$ cat config.mk
export PLATFORM = sky130hd
export DESIGN_NAME = alu_issue_unit
export DESIGN_NICKNAME = d
export VERILOG_FILES = /design/src/rtl/alu_issue_unit.sv
export SDC_FILE = /design/constraint.sdc
export NUM_CORES = 1
export LEC_CHECK = 0
export ABC_AREA = 1
export CAP_MARGIN = 20
export CORE_AREA = 2 2 158 160
export DETAILED_ROUTE_END_ITERATION = 8
export DIE_AREA = 0 0 160 162
export PLACE_DENSITY_LB_ADDON = 0.12
export SLEW_MARGIN = 20
export SYNTH_ARGS = -nofsm -noshare
export SYNTH_HDL_FRONTEND = slang
export SYNTH_SLANG_ARGS = --single-unit
$ cat constraint.sdc
create_clock -name clk -period 2.9 [get_ports clk]
set_clock_uncertainty 0.15 [all_clocks]
set_input_delay 0.58 -clock clk [delete_from_list [all_inputs] [get_ports clk]]
set_output_delay 0.58 -clock clk [all_outputs]
set_load 0.02 [all_outputs]
$ cat src/rtl/alu_issue_unit.sv
// Issues one op at a time to a combinational ALU and returns the result with its tag; macro ALU_ISSUE_PERF_EN adds response/stall counters.
// Latency accept->rsp_valid: 2 cycles single-cycle ops, MULTI_CYCLES+1 for MUL/DIV/MOD, 1 for the divide-by-zero trap.
// Backpressure: req_ready low in EXEC, follows rsp_ready in RESP; response is held stable while rsp_ready is low.

`ifndef ALU_ADD
`define ALU_ADD 4'd0
`define ALU_SUB 4'd1
`define ALU_MUL 4'd2
`define ALU_DIV 4'd3
`define ALU_MOD 4'd4
`define ALU_AND 4'd5
`define ALU_OR  4'd6
`define ALU_XOR 4'd7
`define ALU_SLL 4'd8
`define ALU_SRL 4'd9
`define ALU_EQ  4'd10
`define ALU_NE  4'd11
`define ALU_LT  4'd12
`define ALU_LE  4'd13
`define ALU_GE  4'd14
`endif

module alu_issue_unit #(
    parameter int WORD_SIZE    = 64,
    parameter int TAG_WIDTH    = 4,
    parameter int MULTI_CYCLES = 4
) (
    input  logic                 clk,
    input  logic                 rst_n,
    input  logic                 req_valid,
    output logic                 req_ready,
    input  logic [WORD_SIZE-1:0] req_a,
    input  logic [WORD_SIZE-1:0] req_b,
    input  logic [3:0]           req_op,
    input  logic [TAG_WIDTH-1:0] req_tag,
    output logic [WORD_SIZE-1:0] alu_a,
    output logic [WORD_SIZE-1:0] alu_b,
    output logic [3:0]           alu_op,
    input  logic [WORD_SIZE-1:0] alu_out,
    output logic                 rsp_valid,
    input  logic                 rsp_ready,
    output logic [WORD_SIZE-1:0] rsp_result,
    output logic [TAG_WIDTH-1:0] rsp_tag,
    output logic                 rsp_err
`ifdef ALU_ISSUE_PERF_EN
    ,
    output logic [31:0]          perf_ops,
    output logic [31:0]          perf_stall
`endif
);

    typedef enum logic [1:0] {IDLE, EXEC, RESP} state_t;

    localparam logic [7:0] MULTI_LOAD = 8'(MULTI_CYCLES - 1);

    state_t               state;
    logic [7:0]           cnt;
    logic [TAG_WIDTH-1:0] tag;
    logic                 accept;
    logic                 is_multi;
    logic                 div_zero;

    // Accepting in RESP requires the current response to leave on the same edge.
    assign req_ready = (state == IDLE) || ((state == RESP) && rsp_ready);
    assign accept    = req_valid && req_ready;
    assign is_multi  = (req_op == `ALU_MUL) || (req_op == `ALU_DIV) || (req_op == `ALU_MOD);
    assign div_zero  = ((req_op == `ALU_DIV) || (req_op == `ALU_MOD)) && (req_b == '0);

    always_ff @(posedge clk) begin
        if (!rst_n) begin
            state      <= IDLE;
            cnt        <= 8'd0;
            tag        <= '0;
            alu_a      <= '0;
            alu_b      <= '0;
            alu_op     <= 4'd0;
            rsp_valid  <= 1'b0;
            rsp_result <= '0;
            rsp_tag    <= '0;
            rsp_err    <= 1'b0;
        end else begin
            case (state)
                IDLE: ;
                EXEC: begin
                    if (cnt == 8'd0) begin
                        rsp_result <= alu_out;
                        rsp_err    <= 1'b0;
                        rsp_tag    <= tag;
                        rsp_valid  <= 1'b1;
                        state      <= RESP;
                    end else begin
                        cnt <= cnt - 8'd1;
                    end
                end
                RESP: begin
                    if (rsp_ready) begin
                        rsp_valid <= 1'b0;
                        state     <= IDLE;
                    end
                end
                default: state <= IDLE;
            endcase

            // Later assignments override the RESP->IDLE step for a back-to-back accept.
            if (accept) begin
                alu_a  <= req_a;
                alu_b  <= req_b;
                alu_op <= req_op;
                tag    <= req_tag;
                if (div_zero) begin
                    state      <= RESP;
                    cnt        <= 8'd0;
                    rsp_valid  <= 1'b1;
                    rsp_err    <= 1'b1;
                    rsp_tag    <= req_tag;
                    rsp_result <= (req_op == `ALU_DIV) ? {WORD_SIZE{1'b1}} : req_a;
                end else begin
                    state <= EXEC;
                    cnt   <= is_multi ? MULTI_LOAD : 8'd0;
                end
            end
        end
    end

`ifdef ALU_ISSUE_PERF_EN
    always_ff @(posedge clk) begin
        if (!rst_n) begin
            perf_ops   <= 32'd0;
            perf_stall <= 32'd0;
        end else begin
            if (rsp_valid && rsp_ready)
                perf_ops <= perf_ops + 32'd1;
            if (rsp_valid && !rsp_ready)
                perf_stall <= perf_stall + 32'd1;
        end
    end
`endif

endmodule
# Word-level counts from Yosys, hierarchy flattened

Index checks and enable logic that the tools add are counted.

Bits in registers: 216
Input port bits: 204
Word-level logic and storage cells: 61

$add $sub $neg: 1
Equal/unequal tests: 9
Multiplexer cells: 28
Reductions and logical operators: 13

Operator list:

| cell                                                                | number |
|---|---|
| 64-bit two-way mux                                                  | 5 |
| 64-bit logical NOT                                                  | 1 |
| 8-bit two-way mux                                                   | 3 |
| 4-bit two-way mux                                                   | 4 |
| 2-bit two-way mux                                                   | 6 |
| 4-bit by 2-bit == test with 1-bit output (second input constant)    | 2 |
| 8-bit logical NOT                                                   | 1 |
| 1-bit two-way mux                                                   | 8 |
| 8-bit by 1-bit subtractor with 8-bit output (second input constant) | 1 |
| 3-bit inequality test (second input constant)                       | 2 |
| 2-bit case mux with 3 select lines                                  | 1 |
| 4-bit by 3-bit == test with 1-bit output (second input constant)    | 1 |
| 1-bit logical OR                                                    | 4 |
| 2-bit inequality test (second input constant)                       | 2 |
| 1-bit logical AND                                                   | 3 |
| 3-bit AND reduction                                                 | 1 |
| 2-bit by 1-bit == test with 1-bit output (second input constant)    | 1 |
| 2-bit == test (second input constant)                               | 1 |
| 2-bit logical NOT                                                   | 1 |
| 1-bit case mux with 2 select lines                                  | 1 |
| 2-bit AND reduction                                                 | 1 |
| 2-bit nonzero test                                                  | 1 |

# Depth between registers and ports, before layout

Gate-level depths: netlist of the first run.

Word-level depth: 6
Depth in mapped cells: 12
Mapped depth without buffers: 11

# Worst setup path after synthesis of the first run

Ideal clock, no wire load.

Kind: in2reg
Start: in rsp_ready
End: reg rsp_result[13]
Setup time: 0.117 ns
Data arrival time: 1.674 ns
Setup slack: 0.959 ns
Stages: 10
Path buffers: 3
Cell sequence: a21o_1 -> nand2_2 -> inv_2 -> buf_2 -> nand4_4 -> inv_2 -> buf_6 -> buf_6 -> nor2_1 -> nor2_1

Longest elaborated chain between the ends: 4

Ends and longest elaborated chain:

| element              | line | text |
|---|---|---|
| start, declared      | 41   | `input logic rsp_ready,` |
| 1-bit logical AND    | 64   | `assign req_ready = (state == IDLE) \|\| ((state == RESP) && rsp_ready);` |
| 1-bit logical OR     | 64   |  |
| 1-bit logical AND    | 65   | `assign accept = req_valid && req_ready;` |
| 64-bit two-way mux   | 105  | `if (accept) begin` |
| end signal, assigned | 86   | `rsp_result <= alu_out;` |
| end signal, assigned | 116  | `` rsp_result <= (req_op == `ALU_DIV) ? {WORD_SIZE{1'b1}} : req_a; `` |
| end, declared        | 42   | `output logic [WORD_SIZE-1:0] rsp_result,` |

No other way between the ends.
A chain may end at the register's enable or synchronous reset.

# Worst setup path after layout of the first run

Start: reg state[0]
End: out req_ready

Longest elaborated chain between the ends: 3
Elaborated cells on any way between the ends: 4
Those cells by class: 1 x eq/ne; 3 x reduce/logical

Ends and longest elaborated chain:

| element                | line | text |
|---|---|---|
| start, declared        | 56   | `state_t state;` |
| start signal, assigned | 71   | `state <= IDLE;` |
| start signal, assigned | 90   | `state <= RESP;` |
| start signal, assigned | 98   | `state <= IDLE;` |
| 2-bit == test          | 64   |  |
| 1-bit logical AND      | 64   |  |
| 1-bit logical OR *     | 64   |  |
| end, declared          | 31   | `output logic req_ready,` |

Every way passes the cells marked *; elsewhere a longest branch is shown, timed or not.

==> results.txt, run 1 <==
----------------------------------------------------
[Setup path]
  CP max stage delay ... 0.62 ns
  Number of buffers and inverters on the critical path ... 2
  WP data required ... 2.17 ns
  CP Launch Type ... flip-flop
  Worst Setup End Kind ... output port
  Worst Path Arrival ... 1.94 ns
  Critical path cell sequence ... inv_1, ha_1, a21o_1, clkdlybuf4s50_1
  Worst path top cell family by delay ... buffers and inverters
  Crit path max-delay cell type ... clkdlybuf4s50_1
  Crit Path Max Fanout ... 3
  Path type of the worst setup path ... flip-flop to output port

[CTS]
  Clock Latency Late Sink ... 0.51 ns
  Post-CTS Repair Setup Buffers ... 0
  Clk buf depth ... 3
  Post-cts gate resize count ... 0
  CTS sink count ... 216
  Root buf cell ... clkbuf_16
  CTS tree ... built
  Number of buffers inserted during clock tree synthesis ... 25
  Number of H-tree branching levels ... 1
  Post-cts hold buffer count ... 0
  CTS clk-pin slew, worst paths ... 0.06 ns

[Power and ir drop]
  IR Drop Worst-Case VDD ... 0.3549 mV
  Power density over the cells ... 614.2 nW/um^2
  Leakage power total ... 5.856 nW

[Cells and area]
  Final core occ ... 59.62%
  Commonest non-fill, non-tap cell in the layout ... nor2_1
  Number of nets in the layout ... 1930
  Commonest cells after routing, fill and taps aside ... nor2_1, clkdlybuf4s50_1, nand2_1, dfxtp_1, o21ai_0
  Share of cells above drive strength 1 ... 4.035%
  Antenna diode count ... 0
  Design Area, Final ... 14370 sq um
  Area growth from synthesis to layout ... 55.54%

[Routing]
  Wire length per cell ... 16.09 microns
  Via-per-instance ratio ... 4.852
  Overall via count from detail_route ... 9990
  Initial DRC count ... 637
  Post-detailed-route count of antenna-violating nets ... 0
  Wirelength, routed ... 33.13 mm
  Router iterations before antenna repair ... 6
  Drc violations ... 0

[Synthesis]
  Mean area per synthesized cell ... 6.779 sq um
  Post-synth cell types ... 29
  Count of mapped cells out of synthesis ... 1363
  Dominant cells by area after synthesis ... dfxtp_1, nor2_1, nand2_1
  Synthesized flop and latch total ... 216
  Asr flop ratio synth ... 0%
  Synthesized Nets ... 1571
  Post-Syn Area ... 9240 sq um
  Count of flip-flops with a built-in enable after synthesis ... 0
  Count of synthesis-stage warnings from yosys ... 0
  Largest area contributor in the synthesized netlist ... dfxtp_1
  Post-synthesis sequential area ratio ... 46.80%
  Synth Flop Type ... dfxtp_1
  Fraction of synthesized cell area taken by the top area cell type ... 46.80%

[Global route]
  Total overflow reported by the global router ... 0
  Global-route total usage across every layer ... 24.79%
  Maximum number of pins on one net before global-route repair ... 144
  Wire length of the first global-routing pass ... 52.16 mm
  Vias in the first global route ... 9731
  Initial antenna violation count ... 0

[Timing]
  Unrepaired setup endpoints after global routing ... no
  Final period utilization ... 91.95%
  Count of final max-slew check failures ... 0
  Peak clock frequency supported by timing ... 375.0 MHz
  Worst-Margin Slew ... 0.5654 ns
  Normalized max-slew margin ... 62.25%
  Final setup violating endpoints ... 0
  Total Negative Setup Slacks ... 0 ns
  Final Hold Vio Count ... 0
  Min cycle time layout ... 2.667 ns
  Hold Slack ... 0.3111 ns

[Die]
  # rows ... 57
  Placeable core area ... 24110 sq um
  Vertical die dimension ... 162 microns
  Die W ... 160 microns
  Top Ports ... 407
  Die area ... 25920 sq um
  Starting Density ... 38.33%

[Place]
  Area post-placement ... 13540 sq um
  Port Buffers ... 406
  Gp weighted congestion ... 0.8388
  Half-perimeter wire length after detailed placement ... 22.96 mm

[Worst hold path]
  Worst min-delay path category ... flip-flop to flip-flop

[Run status]
  Run status ... complete, no violations

[Run]
  Max-cap violations ... 0

----------------------------------------------------
## final timing paths
check,start,endpoint,slack [ns],depth (start not counted)
max,state[0],req_ready,0.23,4
max reg2reg,state[0],rsp_tag[2],0.79,9
min reg2reg,rsp_err,rsp_err,0.31,2
min,rsp_err,rsp_err,0.31,2
## registers in the layout, indices dropped and copies added (netlist names), 2 cells and up
| register | count |
|---|---|
| alu_op | 4 |
| state | 2 |
| cnt | 8 |
| alu_a | 64 |
| rsp_result | 64 |
| rsp_tag | 4 |
| alu_b | 64 |
| tag | 4 |
## per-layer routing
metal  GRT usage, %  wire [microns]  vias to the layer above
met5              0               0                        -
met4          11.10            1513                        0
met3          6.895            2897                       82
met2          41.01           15080                      377
met1          30.25           13640                     4474
li1               -               -                     5057
## cell families after synthesis
group	count (synthesis)	share of synthesized area, %
adders and majority gates	4	0.5417
xor gates and xnor gates	6	0.5687
DFF	216	46.80
buffers and inverters	125	6.026
AOI/OAI and AO/OA	162	8.897
and+or+nand+nor	850	37.17
## tightest hold or removal path: stages (launching register included)
cell     delay (ns)
dfxtp_1        0.30
nand2_1        0.06
a21oi_1        0.05
## stage by stage
| step | setup WS (ns) | total power (W) | instances |
|---|---|---|---|
| finish | 0.2333 | 0.008828 | 2059 |
| global route | 0.1396 | 0.009252 | 2059 |
| CTS | 0.2220 | 0.008917 | 2059 |
| detailed placement | 0.2651 | 0.005645 | 2019 |
| global placement | 0.3158 | 0.005636 | 2019 |
| floorplan | 0.9587 | 0.004591 | 1363 |
## power by group
part,total (W),switching [W],internal (W),leakage (nW)
Sequential,0.00337,0.000139,0.00323,1.78
Clock,0.00324,0.00122,0.00202,0.403
Combinational,0.00221,0.00124,0.000976,3.67
## cell usage after synthesis, drive strengths merged, types with 4 or more instances
library cell and number:
nand4 8, nand2 239, a21oi 18, xor2 6, buf 43, o21ai 140, ha 4, dfxtp 216
inv 27, nor2 456, clkbuf 54, nand3 81, nor3 66
## layout make-up
type / instances / area, sq um
clock inverters: 6 / 132.6
clock buffers: 34 / 699.4
fillers: 2378 / 9733
inverters: 28 / 107.6
well taps: 324 / 405.4
flip-flops and latches: 216 / 4324
repair buffers: 429 / 4334
multi-input cells: 1022 / 4369
Note: power is estimated with default switching activity, not from simulation.
==> run 2, diff against run 1 <==
--- a/config.mk
+++ b/config.mk
@@ -7,9 +7,8 @@
 export LEC_CHECK = 0
 export ABC_AREA = 1
 export CAP_MARGIN = 20
-export CORE_AREA = 2 2 158 160
+export CORE_UTILIZATION = 38
 export DETAILED_ROUTE_END_ITERATION = 8
-export DIE_AREA = 0 0 160 162
 export PLACE_DENSITY_LB_ADDON = 0.12
 export SLEW_MARGIN = 20
 export SYNTH_ARGS = -nofsm -noshare
==> constraint.sdc (replaced) <==
create_clock -name clk -period 2.2 [get_ports clk]
set_clock_uncertainty 0.15 [all_clocks]
set_input_delay 0.44 -clock clk [delete_from_list [all_inputs] [get_ports clk]]
set_output_delay 0.44 -clock clk [all_outputs]
set_load 0.02 [all_outputs]
==> run 2 against run 1 <==
Effect of this change: register-to-register slack worse by 0.61 ns; clock power grew 26%; sequential power is 32% higher; final area increased by 3.6%; sequential share of layout area is 1.0 points lower; global-route usage grew 1.2 points; worst hold slack lost 0.026 ns; largest cell class is now buffers.
==> results.txt, run 2 (synthesis results as in run 1) <==
----------------------------------------------------
[Run]
  Max-cap violations ... 0 (unchanged)

[Die]
  Die W ... 157.9 microns (-1.3%)
  Vertical die dimension ... 157.9 microns (-2.5%)
  Placeable core area ... 23680 sq um (-1.8%)
  Starting Density ... 39.02% (+0.68 points)
  Top Ports ... 407 (unchanged)
  # rows ... 56 (-1.8%)
  Die area ... 24940 sq um (-3.8%)

[Timing]
  Worst-Margin Slew ... 0.5167 ns (-0.04878 ns)
  Min cycle time layout ... 2.131 ns
  Final setup violating endpoints ... 0 (unchanged)
  Final period utilization ... 96.87%
  Count of final max-slew check failures ... 0 (unchanged)
  Normalized max-slew margin ... 65.56% (+3.3 points)
  Final Hold Vio Count ... 0 (unchanged)
  Peak clock frequency supported by timing ... 469.2 MHz
  Unrepaired setup endpoints after global routing ... no

[Global route]
  Total overflow reported by the global router ... 0 (unchanged)
  Initial antenna violation count ... 0 (unchanged)
  Maximum number of pins on one net before global-route repair ... 92 (-36%)
  Global-route total usage across every layer ... 26.03% (+1.2 points)
  Wire length of the first global-routing pass ... 51.66 mm (-0.97%)
  Vias in the first global route ... 9813 (+0.84%)

[Setup path]
  Worst Setup End Kind ... output port
  WP data required ... 1.61 ns (-0.56 ns)
  Path type of the worst setup path ... flip-flop to output port
  Instance count on the critical path ... 1 (-3)
  Worst Path Arrival ... 1.54 ns (-0.40 ns)
  Number of buffers and inverters on the critical path ... 1 (-1)
  Crit path max-delay cell type ... clkdlybuf4s50_1
  CP max stage delay ... 0.69 ns (+0.07 ns)
  CP Launch Type ... flip-flop
  Worst path top cell family by delay ... buffers and inverters
  Crit Path Max Fanout ... 2 (-1)
  Critical path cell sequence ... clkdlybuf4s50_1
  Worst reg-to-reg path cell count ... 9 (unchanged)

[Cells and area]
  Top flop regs ... alu_a x64, alu_b x64, rsp_result x64
  Area growth from synthesis to layout ... 61.15%
  Area taken by flip-flops and latches ... 4324 sq um (unchanged)
  Commonest cells after routing, fill and taps aside ... nor2_1, clkdlybuf4s50_1, nand2_1, dfxtp_1, o21ai_0
  Fill cell count ... 2187 (-8.0%)
  Final core occ ... 62.88% (+3.3 points)
  Share of cells above drive strength 1 ... 7.816% (+3.8 points)
  Antenna diode count ... 0 (unchanged)
  Number of nets in the layout ... 1997 (+3.5%)
  Design Area, Final ... 14890 sq um (+3.6%)
  Combined area of the multi-input logic cells ... 4374 sq um (+0.11%)
  Commonest non-fill, non-tap cell in the layout ... nor2_1

[Power and ir drop]
  Leakage power total ... 6.204 nW (+5.9%)
  IR Drop Worst-Case VDD ... 0.6521 mV (+84%)
  Power density over the cells ... 778.6 nW/um^2 (+27%)

[CTS]
  CTS sink count ... 216 (unchanged)
  Clock Latency Late Sink ... 0.52 ns (about the same)
  Post-CTS Repair Setup Buffers ... 0 (unchanged)
  Number of buffers inserted during clock tree synthesis ... 26 (+4.0%)
  CTS tree ... built
  Post-cts hold buffer count ... 0 (unchanged)
  Clk buf depth ... 3 (unchanged)
  CTS clk-pin slew, worst paths ... 0.06 ns (about the same)
  Number of H-tree branching levels ... 1 (unchanged)
  Root buf cell ... clkbuf_16

[Routing]
  Overall via count from detail_route ... 10280 (+2.9%)
  Post-detailed-route count of antenna-violating nets ... 0 (unchanged)
  Router iterations before antenna repair ... 5 (-1)
  Initial DRC count ... 472 (-26%)
  Drc violations ... 0 (unchanged)
  Via-per-instance ratio ... 4.840 (-0.25%)
  Wirelength, routed ... 33.67 mm (+1.6%)
  Wire length per cell ... 15.86 microns (-1.4%)

[Place]
  Area post-placement ... 14080 sq um (+4.0%)
  Gp weighted congestion ... 0.8065 (-3.9%)
  Port Buffers ... 406 (unchanged)
  Half-perimeter wire length after detailed placement ... 23.95 mm (+4.3%)

[Run status]
  Run status ... complete, no violations

[Worst hold path]
  Worst min-delay path category ... input pin to flip-flop
  Hold path depth ... 4 (+2)

----------------------------------------------------
-- run 2: where the power goes --
| part | switching (W) | internal, W |
|---|---|---|
| Clock | 0.00166 | 0.00242 |
| Sequential | 0.000177 | 0.00426 |
| Combinational | 0.00167 | 0.00141 |
| Total | 0.00350 | 0.00809 |
-- run 2: metal layers --
metal / up-vias / wire length, microns / track usage [%] / part of all wire [%]
met4: 0 / 1103 / 9.066 / 3.3
met5: - / 0 / 0 / 0
met1: 4639 / 13290 / 30.45 / 39
met3: 64 / 3158 / 7.665 / 9.4
met2: 369 / 16110 / 45.08 / 48
li1: 5203 / - / - / -
-- run 2: worst paths after layout --
kind                  start        endpoint  slack (ns)
setup / recovery  alu_b[62]       alu_b[62]        0.07
hold / removal        rst_n  rsp_result[40]        0.29
setup reg to reg   state[0]          cnt[0]        0.18
hold reg to reg     rsp_err         rsp_err        0.32
-- run 2: area by class of cell --
type                    count  area share [%]
repair buffers            495           32.76
multi-input cells        1022           29.38
flip-flops and latches    216           29.04
clock buffers              37           5.193
well taps                 319           2.680
inverters                  28          0.7226
clock inverters             6          0.2269
-- run 2: stage by stage --
step | setup TNS (ns) | cells | total power (W) | worst slack (ns) | hold slack (ns)
floorplan | 0 | 1363 | 0.006052 | 0.2666 | 0.3059
global placement | -16.78 | 2080 | 0.007564 | -0.2511 | 0.2997
finish | 0 | 2123 | 0.01159 | 0.06880 | 0.2853
detailed placement | -16.99 | 2080 | 0.007590 | -0.2739 | 0.3146
CTS | 0 | 2123 | 0.01167 | 0.05566 | 0.3116
global route | 0 | 2123 | 0.01214 | 0.0003368 | 0.3291
-- run 2: timing repair --
action,CTS,global route
endpoints found under the hold margin,0,0
gates resized for setup,4,2
setup endpoints to repair,1,5
==> run 3, diff against run 2 <==
==> constraint.sdc (replaced) <==
create_clock -name clk -period 2.2 [get_ports clk]
set_clock_uncertainty 0.15 [all_clocks]
set_input_delay 0.33 -clock clk [delete_from_list [all_inputs] [get_ports clk]]
set_output_delay 0.33 -clock clk [all_outputs]
set_load 0.02 [all_outputs]
==> run 3 against run 2 <==
Effect of this change: worst hold slack lost 0.097 ns; via count shrank 2.0%; sequential cell count unchanged; global-route usage decreased by 0.57 points; non-clock buffer count down 26; sequential share of layout area is 0.55 points higher; worst setup slack better by 0.11 ns; first-iteration DRC count down 5.9%; clock power down 5%; count of clock-buffer cells in the layout shrank 1; critical endpoint unchanged.
==> results.txt, run 3 (synthesis results as in run 1) <==
----------------------------------------------------
[Setup path]
  WP data required ... 1.72 ns (+0.11 ns)
  CP Launch Type ... flip-flop
  Crit Path Max Fanout ... 2 (unchanged)
  Crit path max-delay cell type ... clkdlybuf4s50_1
  RR Startpoint ... cnt[0]
  CP max stage delay ... 0.69 ns (about the same)
  Critical path cell sequence ... clkdlybuf4s50_1
  Path type of the worst setup path ... flip-flop to output port
  Number of buffers and inverters on the critical path ... 1 (unchanged)
  Worst Path Arrival ... 1.54 ns (about the same)
  Worst Setup End Kind ... output port
  Launching element of the worst setup path ... alu_b[62]
  Worst path top cell family by delay ... buffers and inverters

[Cells and area]
  Design Area, Final ... 14610 sq um (-1.9%)
  Commonest cells after routing, fill and taps aside ... nor2_1, clkdlybuf4s50_1, nand2_1, dfxtp_1, o21ai_0
  Area growth from synthesis to layout ... 58.13%
  Commonest non-fill, non-tap cell in the layout ... nor2_1
  Share of cells above drive strength 1 ... 6.081% (-1.7 points)
  Antenna diode count ... 0 (unchanged)
  Top flop regs ... alu_a x64, alu_b x64, rsp_result x64
  Number of nets in the layout ... 1970 (-1.4%)

[CTS]
  Number of buffers inserted during clock tree synthesis ... 25 (-3.8%)
  CTS sink count ... 216 (unchanged)
  CTS clk-pin slew, worst paths ... 0.06 ns (about the same)
  Post-cts hold buffer count ... 0 (unchanged)
  Clock Latency Late Sink ... 0.52 ns (about the same)
  CTS tree ... built
  Post-CTS Repair Setup Buffers ... 0 (unchanged)
  Clk buf depth ... 3 (unchanged)
  Root buf cell ... clkbuf_16
  Number of H-tree branching levels ... 1 (unchanged)

[Timing]
  Unrepaired setup endpoints after global routing ... no
  Normalized max-slew margin ... 67.32% (+1.8 points)
  Worst-Margin Slew ... 0.4902 ns (-0.02647 ns)
  Peak clock frequency supported by timing ... 494.5 MHz (+5.4%)
  Final setup violating endpoints ... 0 (unchanged)
  Final period utilization ... 91.91% (-5.0 points)
  Final Hold Vio Count ... 0 (unchanged)
  Count of final max-slew check failures ... 0 (unchanged)
  Min cycle time layout ... 2.022 ns (-0.1091 ns)

[Routing]
  Initial DRC count ... 444 (-5.9%)
  Wire length per cell ... 15.67 microns (-1.2%)
  Post-detailed-route count of antenna-violating nets ... 0 (unchanged)
  Via-per-instance ratio ... 4.805 (-0.72%)
  Overall via count from detail_route ... 10070 (-2.0%)
  Drc violations ... 0 (unchanged)
  Router iterations before antenna repair ... 5 (unchanged)
  Wirelength, routed ... 32.82 mm (-2.5%)

[Power and ir drop]
  Combinational cell fraction of total power ... 26.5% (about the same)
  Clk network pwr share ... 34.2% (-0.9 points)
  Leakage power total ... 6.024 nW (-2.9%)
  Power density over the cells ... 773.6 nW/um^2 (-0.64%)
  Switching Power ... 0.003423 W (-2.3%)
  Sequential share of power ... 39.3% (+1.0 points)
  Internal power component ... 0.007881 W (-2.6%)
  Post-layout power ... 0.01130 W (-2.5%)
  IR Drop Worst-Case VDD ... 0.5145 mV (-21%)
  Switching share of total power ... 30.28% (+0.054 points)

[Die]
  # rows ... 56 (unchanged)
  Starting Density ... 39.02% (unchanged)
  Placeable core area ... 23680 sq um (unchanged)
  Die area ... 24940 sq um (unchanged)
  Vertical die dimension ... 157.9 microns (unchanged)
  Top Ports ... 407 (unchanged)
  Die W ... 157.9 microns (unchanged)

[Global route]
  Initial antenna violation count ... 0 (unchanged)
  Total overflow reported by the global router ... 0 (unchanged)
  Maximum number of pins on one net before global-route repair ... 97 (+5.4%)
  Vias in the first global route ... 9424 (-4.0%)
  Global-route total usage across every layer ... 25.47% (-0.57 points)
  Wire length of the first global-routing pass ... 50.14 mm (-3.0%)

[Run status]
  Run status ... complete, no violations

[Worst hold path]
  Worst min-delay path category ... input pin to flip-flop
  Hold path startpoint ... rst_n

[Place]
  Area post-placement ... 13870 sq um (-1.5%)
  Half-perimeter wire length after detailed placement ... 23.46 mm (-2.0%)
  Gp weighted congestion ... 0.8035 (-0.37%)
  Port Buffers ... 406 (unchanged)

[Run]
  Max-cap violations ... 0 (unchanged)

----------------------------------------------------
==> run 3: cell count changes in the layout (fill, tap and decap cells not counted), sizes merged <==
| cell | previous run | this run |
|---|---|---|
| inv | 28 | 29 |
| clkinv | 6 | 3 |
| buf | 91 | 64 |
| bufinv | 0 | 1 |
==> run 3: worst paths after layout <==
kind / end / cells after the start / slack [ns]
setup / recovery: alu_b[62] / 1 / 0.18
hold / removal: rsp_result[40] / 4 / 0.19
setup reg to reg: rsp_result[19] / 10 / 0.25
hold reg to reg: rsp_err / 2 / 0.31
==> run 3: stage by stage <==
stage | setup slack, ns | cells | TNS (ns) | utilization, % | hold slack (ns)
floorplan | 0.2666 | 1363 | 0 | - | 0.3059
global placement | -0.1669 | 2054 | -9.909 | 58.57 | 0.3012
detailed placement | -0.1524 | 2054 | -9.317 | 58.57 | 0.3056
CTS | 0.01604 | 2095 | 0 | 61.70 | 0.1969
global route | 0.005034 | 2095 | 0 | 61.70 | 0.2244
finish | 0.1779 | 2095 | 0 | 61.70 | 0.1887
==> run 3: area by class of cell <==
class | instances | area, sq um
clock buffer | 36 | 686.9
clock inverter | 5 | 53.80
fill | 2245 | 9071
inverter | 28 | 107.6
multi-input combinational | 1022 | 4369
sequential | 216 | 4324
tap | 319 | 399.1
timing repair buffer | 469 | 4671
==> run 3: power groups by stage <==
stage | registers, W | logic [W] | clock network [W]
floorplan | 0.00490 | 0.00115 | 0
global placement | 0.00451 | 0.00299 | 0
detailed placement | 0.00452 | 0.00299 | 0
CTS | 0.00444 | 0.00301 | 0.00395
global route | 0.00448 | 0.00328 | 0.00413
finish | 0.00444 | 0.00300 | 0.00387
==> run 3: repair_timing <==
item / CTS / global route
cloned: 0 / 0
resized for setup: 1 / 3
endpoints found under the setup margin: 1 / 7
==> run 3: layer usage <==
| metal | wire length [microns] | GRT usage [%] |
|---|---|---|
| met1 | 13280 | 30.33 |
| met2 | 15360 | 43.09 |
| met3 | 3139 | 8.267 |
| met4 | 1044 | 8.333 |
| met5 | 0 | 0 |
==> variant 1, RTL diff (settings of run 2) <==
Set the parameter `TAG_WIDTH` to 5 (it was 4).
--- a/src/rtl/alu_issue_unit.sv
+++ b/src/rtl/alu_issue_unit.sv
@@ -22,7 +22,7 @@
 
 module alu_issue_unit #(
     parameter int WORD_SIZE    = 64,
-    parameter int TAG_WIDTH    = 4,
+    parameter int TAG_WIDTH    = 5,
     parameter int MULTI_CYCLES = 4
 ) (
     input  logic                 clk,
Interface: changed (resized req_tag and rsp_tag); port bits go from 407 to 409. No check against the original RTL was run, so the function may have changed too.
==> variant 1 against run 2 <==
  * Routed wire length decreased by 1.6%
  * Critical endpoint is now rsp_tag[4]
  * Global-route usage down 0.31 points
  * Largest cell class unchanged
  * Design area up 0.30%
  * Area after synthesis increased by 1.1%
  * Total power is 2.9% higher
  * Sequential cell count increased by 2
  * Sequential share of layout area up 0.18 points
  * Setup slack better by 0.00088 ns
==> variant 1: results (changes against run 2) <==
route.met3.wl_um: 2990  # was 3160 µm
dp_worst_setup_slack_ns: -0.349  # was -0.274 ns
worst_path_largest_cell_delay_ns: 0.71  # was 0.69 ns
clock_power_share_pct: 36.6  # was 35.1%
met2_usage_pct: 42.5  # was 45.1%
use_met1_pct: 31.2  # was 30.4%
leakage_nw: 6.15  # was 6.20 nW
period_needed_ns: 2.13  # about the same
synthesis.instances: 1375  # was 1363
fillers: 2201  # was 2187
worst_slew_pin_slew_ns: 0.492  # was 0.517 ns
holdPathEnd: "alu_a[38]"  # was rsp_result[40]
hold_depth: 3  # was 4
p_switching_mw: 3.51  # was 3.50 mW
avgViaCountPerCell: 4.84  # about the same
ir_drop_uv: 519  # was 652 µV
post-dp-hpwl_um: 23200  # was 23900 µm
grt_first_pass_wirelength_um: 52600  # was 51700 µm
use_met3_pct: 8.07  # was 7.66%
gp_congestion: 0.834  # was 0.807
worstReg2RegEnd: "alu_b[15]"  # was cnt[0]
synth_top_cells_by_count: "nor2_1 (454), nand2_1 (242), dfxtp_1 (218)"  # was nor2_1 (453), nand2_1 (238), dfxtp_1 (216)
topRoutingLayerUsed: "met5"  # was met4
final_nets: 1986  # was 1997
area_delta_synth_final_pct: 59.9  # was 61.2%
wl_per_cell_um: 15.6  # was 15.9 µm
drt-met1-wl_um: 13500  # was 13300 µm
io_buffers: 408  # was 406
yosysSeqAreaShare_pct: 46.7  # was 46.8%
yosys-top-cells-area: "dfxtp_1 (47%), nor2_1 (18%), nand2_1 (9.7%), o21ai_0 (5.3%), nand3_1 (4.4%)"  # was dfxtp_1 (47%), nor2_1 (18%), nand2_1 (9.7%), o21ai_0 (7.0%), nand3_1 (4.3%)
p_int_mw: 8.42  # was 8.09 mW
drive_above_1_share_pct: 6.57  # was 7.82%
status: "complete, no violations"  # unchanged
grt_usage_pct: 25.7  # was 26.0%
grt_max_degree: 105  # was 92
first_global_vias: 9698  # was 9813
routed_wl_um: 33100  # was 33700 µm
-- variant 1: cell types whose count changed after synthesis, moves of 2 or more --
cell      delta
o21ai_0     -32
dfxtp_1      +2
clkbuf_2     -3
nand3_1      +3
nand2_1      +4
buf_6        +3
clkbuf_1     -3
o21ai_1     +33
-- variant 1: timing repair --
item                       CTS  global route
resized for setup            5             1
setup endpoints to repair    1             2
hold endpoints to repair     0             0
-- variant 1: cell families after synthesis --
family / synth area share (%)
adder cells (fa/ha/maj): 0.536
flip-flops: 46.7
AND/OR/NAND/NOR: 37.0
AO/OA/AOI/OAI: 8.91
XOR/XNOR: 0.563
buffers and inverters: 6.26
-- variant 1: layout make-up --
cell class                      instances  share of cell area (%)
Multi-Input combinational cell       1031                    29.5
Clock inverter                          7                   0.796
Clock buffer                           38                    5.05
Sequential cell                       218                    29.2
Timing Repair Buffer                  472                    32.0
Inverter                               29                   0.746
Tap cell                              324                    2.71
==> variant 2, RTL diff (flow settings as in run 2) <==
Made on the original files. Put one more register stage on the output `rsp_err`. The value now appears one clock later. The other outputs are not delayed to match.
--- a/src/rtl/alu_issue_unit.sv
+++ b/src/rtl/alu_issue_unit.sv
@@ -53,6 +53,8 @@
 
     localparam logic [7:0] MULTI_LOAD = 8'(MULTI_CYCLES - 1);
 
+    logic rsp_err_s0;
+
     state_t               state;
     logic [7:0]           cnt;
     logic [TAG_WIDTH-1:0] tag;
@@ -77,14 +79,14 @@
             rsp_valid  <= 1'b0;
             rsp_result <= '0;
             rsp_tag    <= '0;
-            rsp_err    <= 1'b0;
+            rsp_err_s0 <= 1'b0;
         end else begin
             case (state)
                 IDLE: ;
                 EXEC: begin
                     if (cnt == 8'd0) begin
                         rsp_result <= alu_out;
-                        rsp_err    <= 1'b0;
+                        rsp_err_s0 <= 1'b0;
                         rsp_tag    <= tag;
                         rsp_valid  <= 1'b1;
                         state      <= RESP;
@@ -111,7 +113,7 @@
                     state      <= RESP;
                     cnt        <= 8'd0;
                     rsp_valid  <= 1'b1;
-                    rsp_err    <= 1'b1;
+                    rsp_err_s0 <= 1'b1;
                     rsp_tag    <= req_tag;
                     rsp_result <= (req_op == `ALU_DIV) ? {WORD_SIZE{1'b1}} : req_a;
                 end else begin
@@ -136,4 +138,8 @@
     end
 `endif
 
+    always_ff @(posedge clk) begin
+        rsp_err <= rsp_err_s0;
+    end
+
 endmodule
Behaviour: not the same (Yosys sat finds a counterexample within 4 cycles, from zero or initial values and one cycle with rst_n low).
==> variant 2 against run 2 <==
  * Area after synthesis grew 0.22%
  * Setup slack gained 0.0023 ns
  * Routed wire length shrank 2.4%
  * Sequential cell count grew 1
  * Total power grew 0.60%
  * Clock power grew 2%
  * Largest cell class unchanged
  * Critical path type unchanged
  * Design area grew 0.10%
==> variant 2: results (changes against run 2) <==
route.met3.wl_um: 3390  # was 3160 µm
n_antenna_cell: 1  # was 0
post-dp-hpwl_um: 23500  # was 23900 µm
final_nets: 1987  # was 1997
use_met3_pct: 8.68  # was 7.66%
ir_drop_uv: 570  # was 652 µV
hold_ws_ns: 0.0881  # was 0.285 ns
clkCellAreaFrac_pct: 5.53  # was 5.42%
first_global_vias: 9881  # was 9813
wl_met2_um: 15500  # was 16100 µm
nonClockBufferCount: 485  # was 495
area_share_nonclk_buffers_pct: 32.6  # was 32.8%
status: "complete, no violations"  # unchanged
synthesis.instances: 1364  # was 1363
drt-met1-wl_um: 12800  # was 13300 µm
yosysSeqAreaShare_pct: 46.9  # was 46.8%
dp_worst_setup_slack_ns: -0.276  # was -0.274 ns
worstReg2RegEnd: "state[1]"  # was cnt[0]
synth_top_cells_by_count: "nor2_1 (453), nand2_1 (238), dfxtp_1 (217)"  # was nor2_1 (453), nand2_1 (238), dfxtp_1 (216)
fillers: 2191  # was 2187
slew-limit-headroom_pct: 66.5  # was 65.6%
ys_seq_elements: 217  # was 216
dr_total_vias: 10200  # was 10300
reg2regPathDepth: 11  # was 9
hold_depth: 3  # was 4
grt_first_pass_wirelength_um: 51200  # was 51700 µm
grt_usage_pct: 25.9  # was 26.0%
wl_per_cell_um: 15.5  # was 15.9 µm
antenna_found_initial: 0  # unchanged
yosys-top-cells-area: "dfxtp_1 (47%), nor2_1 (18%), nand2_1 (9.6%), o21ai_0 (7.0%), nand3_1 (4.3%)"  # was dfxtp_1 (47%), nor2_1 (18%), nand2_1 (9.7%), o21ai_0 (7.0%), nand3_1 (4.3%)
drive_above_1_share_pct: 7.40  # was 7.82%
drt_iter0_markers: 494  # was 472
critPathSlowestCell: "dfxtp_2"  # was clkdlybuf4s50_1
holdPathEnd: "state[1]"  # was rsp_result[40]
numCtsBuffers: 25  # was 26
dpl_cell_area_um2: 14100  # about the same
area_delta_synth_final_pct: 61.0  # was 61.2%
synth_nets: 1572  # was 1571
avgViaCountPerCell: 4.81  # was 4.84
use_met1_pct: 29.7  # was 30.4%
leakage_nw: 6.18  # was 6.20 nW
gp_congestion: 0.809  # was 0.807
postCtsSetupBuffers: 1  # was 0
grt_max_degree: 71  # was 92
==> variant 2: changes by cell type in the layout (fill, tap and decap cells not counted), sizes merged <==
cell / change
buf: -10
bufinv: +2
dfxtp: +1
diode: +1
==> variant 2: cell families after synthesis <==
logic type	Yosys count	share of synthesized area (%)
AOI/OAI and AO/OA	162	8.88
xor gates and xnor gates	6	0.567
adders and majority gates	4	0.540
buffers and inverters	125	6.01
DFF	217	46.9
and+or+nand+nor	850	37.1
==> variant 2: worst max path at each step <==
stage,start,to,slack [ns],cells past startpoint
final,state[1],req_ready,0.07,5
after global routing,state[1],req_ready,0.003,5
after CTS,state[0],req_ready,0.01,5
after detailed placement,req_b[53],rsp_result[23],-0.28,11
after global placement,req_b[53],rsp_result[37],-0.23,11
after floorplan,state[0],rsp_result[13],0.27,12
==> variant 2: report_power, final <==
part,switching (mW),internal [mW]
logic,1.65,1.41
registers,0.178,4.28
clock network,1.62,2.52
